===== config.mk =====
export PLATFORM = sky130hd
export DESIGN_NAME = wb_trace_buffer
export DESIGN_NICKNAME = d
export VERILOG_FILES = /design/src/rtl/wb_trace_pkg.sv /design/src/rtl/trace_fifo.sv /design/src/rtl/wb_trace_buffer.sv
export SDC_FILE = /design/constraint.sdc
export NUM_CORES = 1
export LEC_CHECK = 0
export CAP_MARGIN = 20
export CORE_UTILIZATION = 30
export CTS_CLUSTER_SIZE = 8
export DETAILED_ROUTE_END_ITERATION = 12
export PLACE_DENSITY = 0.51
export SYNTH_ARGS = -nofsm -noshare
export SYNTH_HDL_FRONTEND = slang
export SYNTH_SLANG_ARGS = --single-unit

===== constraint.sdc =====
create_clock -name clock -period 4.5 [get_ports clock]
set_clock_uncertainty 0.2 [all_clocks]
set_input_delay 0.45 -clock clock [delete_from_list [all_inputs] [get_ports clock]]
set_output_delay 0.45 -clock clock [all_outputs]
set_load 0.01 [all_outputs]

===== src/rtl/wb_trace_pkg.sv =====
// Shared definitions for the writeback trace buffer: entry layout,
// frame constants, serializer state encoding and the frame byte mux.
package wb_trace_pkg;

  localparam int FRAME_BYTES = 7;
  localparam logic [2:0] HDR_TAG = 3'b101;
  localparam int ENTRY_W = 49;

  // One captured register-file write.
  typedef struct packed {
    logic [4:0]  wreg;
    logic [11:0] pc;
    logic [31:0] data;
  } trace_entry_t;

  typedef enum logic {
    ST_IDLE,
    ST_SEND
  } ser_state_t;

  // Byte idx of the outgoing frame for entry e (header, pc, data MSB first).
  function automatic logic [7:0] frame_byte(input trace_entry_t e, input logic [2:0] idx);
    logic [7:0] b;
    b = 8'h00;
    case (idx)
      3'd0: b = {HDR_TAG, e.wreg};
      3'd1: b = {4'b0000, e.pc[11:8]};
      3'd2: b = e.pc[7:0];
      3'd3: b = e.data[31:24];
      3'd4: b = e.data[23:16];
      3'd5: b = e.data[15:8];
      3'd6: b = e.data[7:0];
      default: b = 8'h00;
    endcase
    return b;
  endfunction

endpackage


===== src/rtl/trace_fifo.sv =====
// Circular-buffer FIFO with a combinational head read. A push into a full
// FIFO is accepted only when a pop happens in the same cycle.
module trace_fifo #(
  parameter int DEPTH   = 16,
  parameter int ENTRY_W = 49
) (
  input  logic                     clock,
  input  logic                     reset,
  input  logic                     push,
  input  logic                     pop,
  input  logic [ENTRY_W-1:0]       din,
  output logic [ENTRY_W-1:0]       dout,
  output logic                     full,
  output logic                     empty,
  output logic [$clog2(DEPTH):0]   level
);

  localparam int AW = $clog2(DEPTH);

  logic [ENTRY_W-1:0] mem [DEPTH];
  logic [AW-1:0]      wr_ptr_reg;
  logic [AW-1:0]      rd_ptr_reg;
  logic [AW:0]        level_reg;
  logic               do_push;
  logic               do_pop;

  assign full    = (level_reg == (AW+1)'(DEPTH));
  assign empty   = (level_reg == '0);
  assign do_pop  = pop && !empty;
  assign do_push = push && (!full || do_pop);
  assign dout    = mem[rd_ptr_reg];
  assign level   = level_reg;

  // Storage array; contents need no reset since level gates every read.
  always_ff @(posedge clock) begin
    if (do_push) mem[wr_ptr_reg] <= din;
  end

  // Pointers wrap naturally because DEPTH is a power of two.
  always_ff @(posedge clock or posedge reset) begin
    if (reset) begin
      wr_ptr_reg <= '0;
      rd_ptr_reg <= '0;
      level_reg  <= '0;
    end else begin
      if (do_push) wr_ptr_reg <= wr_ptr_reg + 1'b1;
      if (do_pop)  rd_ptr_reg <= rd_ptr_reg + 1'b1;
      case ({do_push, do_pop})
        2'b10:   level_reg <= level_reg + 1'b1;
        2'b01:   level_reg <= level_reg - 1'b1;
        default: level_reg <= level_reg;
      endcase
    end
  end

endmodule


===== src/rtl/wb_trace_buffer.sv =====
// Snoops register-file writebacks into a FIFO and serializes each entry as
// a 7-byte frame on a valid/ready byte stream. Overflow never stalls the
// core: excess captures are dropped and counted.
module wb_trace_buffer
  import wb_trace_pkg::*;
#(
  parameter int DEPTH     = 16,
  parameter bit FILTER_R0 = 1'b1
) (
  input  logic                   clock,
  input  logic                   reset,
  input  logic                   trace_en,
  input  logic                   wb_en,
  input  logic [4:0]             wb_reg,
  input  logic [31:0]            wb_data,
  input  logic [11:0]            wb_pc,
  input  logic                   clear_stats,
  output logic [7:0]             out_byte,
  output logic                   out_valid,
  input  logic                   out_ready,
  output logic [$clog2(DEPTH):0] level,
  output logic [7:0]             drop_count,
  output logic                   overflow
);

  ser_state_t         state_reg;
  logic [2:0]         idx_reg;
  trace_entry_t       frame_reg;
  logic [7:0]         out_byte_reg;
  logic               out_valid_reg;
  logic [7:0]         drop_count_reg;
  logic               overflow_reg;

  logic               capture;
  logic               fifo_pop;
  logic               fifo_full;
  logic               fifo_empty;
  logic               drop;
  logic [ENTRY_W-1:0] fifo_dout;
  trace_entry_t       head_entry;
  trace_entry_t       new_entry;

  assign capture    = trace_en && wb_en && !(FILTER_R0 && (wb_reg == 5'd0));
  assign fifo_pop   = (state_reg == ST_IDLE) && !fifo_empty;
  assign drop       = capture && fifo_full && !fifo_pop;
  assign new_entry  = '{wreg: wb_reg, pc: wb_pc, data: wb_data};
  assign head_entry = trace_entry_t'(fifo_dout);

  trace_fifo #(
    .DEPTH   (DEPTH),
    .ENTRY_W (ENTRY_W)
  ) u_fifo (
    .clock (clock),
    .reset (reset),
    .push  (capture),
    .pop   (fifo_pop),
    .din   (new_entry),
    .dout  (fifo_dout),
    .full  (fifo_full),
    .empty (fifo_empty),
    .level (level)
  );

  // Serializer: load the head when idle, then walk the 7 frame bytes.
  always_ff @(posedge clock or posedge reset) begin
    if (reset) begin
      state_reg     <= ST_IDLE;
      idx_reg       <= 3'd0;
      frame_reg     <= '0;
      out_byte_reg  <= 8'h00;
      out_valid_reg <= 1'b0;
    end else begin
      case (state_reg)
        ST_IDLE: begin
          out_valid_reg <= 1'b0;
          out_byte_reg  <= 8'h00;
          if (!fifo_empty) begin
            frame_reg     <= head_entry;
            idx_reg       <= 3'd0;
            out_byte_reg  <= frame_byte(head_entry, 3'd0);
            out_valid_reg <= 1'b1;
            state_reg     <= ST_SEND;
          end
        end
        ST_SEND: begin
          if (out_ready) begin
            if (idx_reg == 3'(FRAME_BYTES - 1)) begin
              out_valid_reg <= 1'b0;
              out_byte_reg  <= 8'h00;
              state_reg     <= ST_IDLE;
            end else begin
              idx_reg      <= idx_reg + 3'd1;
              out_byte_reg <= frame_byte(frame_reg, idx_reg + 3'd1);
            end
          end
        end
        default: state_reg <= ST_IDLE;
      endcase
    end
  end

  // Drop statistics; a clear coinciding with a drop leaves exactly one drop.
  always_ff @(posedge clock or posedge reset) begin
    if (reset) begin
      drop_count_reg <= 8'd0;
      overflow_reg   <= 1'b0;
    end else if (clear_stats) begin
      drop_count_reg <= drop ? 8'd1 : 8'd0;
      overflow_reg   <= drop;
    end else if (drop) begin
      if (drop_count_reg != 8'hFF) drop_count_reg <= drop_count_reg + 8'd1;
      overflow_reg <= 1'b1;
    end
  end

  assign out_byte   = out_byte_reg;
  assign out_valid  = out_valid_reg;
  assign drop_count = drop_count_reg;
  assign overflow   = overflow_reg;

endmodule


==> metrics.txt <==
status=complete, no violations; Synth warnings=0; max reg flops=784; maxcap violations=0; Max-slew headroom=about two fifths; via count=roughly 16000; first-pass GRT wire length=about 120 mm; clock buffer depth=3; CP max-delay cell=dfrtp_1; DRC=0; CTS tree=done; pin count of the biggest net entering global routing=56; Syn Area/Cell=~21 um^2; hold buffers post-CTS=0; num ports=78; htree depth=3; Setup crit start kind=flop; nets=1808; Via density=a little under 5; RR Endpoint=u_fifo.mem[3][41]; die footprint=114000 um^2; Synth top cells by count=edfxtp_1 (784), mux4_2 (188), mux2i_1 (110); Gate power share=about 25%; DIE HEIGHT=roughly 340 um; share of the clock period used by the worst path=just over 70%; fmax=approximately 310 MHz; Sink Count=868; Placement Setup Slack=around 0.85 ns; Compound-Gate Fraction of Synth Area=between 3 and 4%; dpl cells=around 3100; Tmin final=3.18 ns; Flop pwr share=between 40% and 50%; sequential element share of the synthesized area=75.9%; Synth Area in Adders=0.593%; CP Cell Sequence=nor4_4 > and3_1 > nor2_2 > inv_2 > nor3_1 > and2_4 > buf_12; Syn Inst Count=1577; fin util=36.0%; Top FF cell, synth=edfxtp_1; FP Rows=~120; largest family of logic cells by synthesized area=multiplexers; First-pass DRT Iterations=5; Core Area=approximately 110000 um^2; P_sw=roughly 7.0 mW; # diodes=0; fraction of registers with async set or reset after synthesis=9.68%; postcts setup bufs=0; initial drt markers=between 1000 and 1500; Unique masters post-synth=57; Setup crit end=u_fifo.mem[3][41]; Buffers on Ports=77; register-to-register path setup slack=~1.3 ns; Leak=about 13 nW; CP Max Fanout=38; number of routed nets with antenna violations=0; Max Slew Vio Count=0; Syn Nets=1648; Critical Path End Type=flop; number of global-route vias before repair=17196; sum of negative setup slack=0 ns; clk_lat worst skew=~0.71 ns; number of flops mapped to enable cells by yosys=a little under 800; RSZ-0062 raised after global routing=no; sw frac=between 20 and 30%; grt ovf=0; Yosys top cell area share=between 60% and 70%; gpl congestion=slightly below 0.8; Synth area leader=edfxtp_1; initial antenna violation count=2; Synth Register Bits=868; Cell Count, Final, Fillers Out=approximately 3300; Design Power=24.2 mW; share of layout cells above drive strength 1=~22%; Reg clk slew, reported paths=roughly 0.05 ns; worst setup path class=flop to flop; area delta synth->final=18.5%; Cell Area, Synth=~34000 um^2; Int Pwr=17.2 mW; Worst Reg-to-Reg Cells=7; Synth Area in Simple Gates=between 1.5 and 2%; Critical Path AT=between 3 and 4 ns; mux cell area share after synthesis=around 16%; post_cts resized=0; Synth area leaders=edfxtp_1 (70%), mux4_2 (13%), dfrtp_1 (6.2%), mux2i_1 (3.3%), a21o_1 (1.2%); Setup violations, final=0; Largest stage delay, worst path=0.55 ns; WL per Instance=24.5 um; Root Driver=clkbuf_16; Clk pwr share=33.0%; Starting Density=a little under a third; total global-route track usage=about 14%; post-route setup slack=1.32 ns; most common cell in the netlist=edfxtp_1; IR Drop Worst-Case VDD=0.366 mV; final wirelength=80.2 mm; xor/xnor share of the synthesized area=0.467%; hold crit path type=primary input to asynchronous set/reset pin; Final Hold Viols=0; Slew @ Worst Pin=between 0.9 and 1 ns; Worst Setup SP=u_fifo.level[2]; hpwl dp=~46 mm; PD cells=around 600 nW/um^2; die width=between 300 and 400 um; required time worst endpoint=4.62 ns; worst flop-to-flop path startpoint=u_fifo.level[2]; TritonCTS buffer count=about 120
[cell usage in the layout (no fill, tap or decap), types with 5 or more instances in the layout]
cell type and count:
a21o_1 53, a21oi_1 16, a221oi_1 7, a222oi_1 5, a22oi_1 10, and3_4 8
buf_12 30, buf_4 21, clkbuf_1 45, clkbuf_16 118, clkdlybuf4s50_1 77, clkinv_16 6
dfrtp_1 80, edfxtp_1 784, ha_1 16, inv_1 9, mux2i_1 110, mux4_2 188
nand2_1 26, nand3_1 16, nand4_1 5, nor2_1 15, nor2b_1 5, o21ai_0 7
o22ai_1 51, xnor2_1 13, xor2_1 5
[per-layer routing]
metal / track usage, % / part of all wire [%]
met5: 0 / 0.016
met4: 4.54 / 2.2
met3: 2.29 / 4.4
met2: 22.8 / 48
met1: 19.9 / 46
[area by class of cell]
cell class                 count  area, um^2
clock buffer                 163        3120
tap                         1488        1860
inverter                      12        47.5
sequential                   868       25700
timing repair buffer         128        1530
clock inverter                 7         200
multi-input combinational    609        7590
fill                       10249       71100
[worst max-delay path: cells and delay by family, from the launching register on]
family	cells	cell delay [ns]
flip-flops	1	0.55
buffers and inverters	2	0.45
AND/OR/NAND/NOR	5	1.54
[kinds of logic (layout without fill, tap and decap cells)]
| family | Yosys count | after routing |
|---|---|---|
| fa+ha+maj | 16 | 16 |
| compound gates | 173 | 173 |
| flops | 868 | 868 |
| xor+xnor | 18 | 18 |
| simple gates | 102 | 102 |
| buf+inv | 100 | 310 |
| mux | 300 | 300 |
[power by group through the flow]
stage	Sequential (mW)	Clock (mW)	Combinational [mW]
after floorplan	9.89	0	4.66
after global placement	10.4	0	6.10
after detailed placement	10.4	0	6.13
after CTS	10.2	8.20	6.15
after global routing	10.3	8.50	6.49
final	10.2	7.99	6.02
[how the worst min path moves through the flow]
stage / from / endpoint / slack (ns) / cells after the start
floorplan: frame_reg[48] / frame_reg[48] / 0.24 / 1
global placement: frame_reg[38] / frame_reg[38] / 0.26 / 1
detailed placement: frame_reg[48] / frame_reg[48] / 0.27 / 1
CTS: reset / u_fifo.level[3] / 0.01 / 2
global route: reset / u_fifo.level[3] / 0.07 / 2
finish: reset / u_fifo.level[3] / 0.02 / 2
[stage by stage]
step	hold WS, ns	instance area [um^2]
global placement	0.261	36700
global route	0.0673	40000
detailed placement	0.267	36700
CTS	0.0128	40000
floorplan	0.244	33800
finish	0.0206	40000
Note: power is estimated with default switching activity, not from simulation.
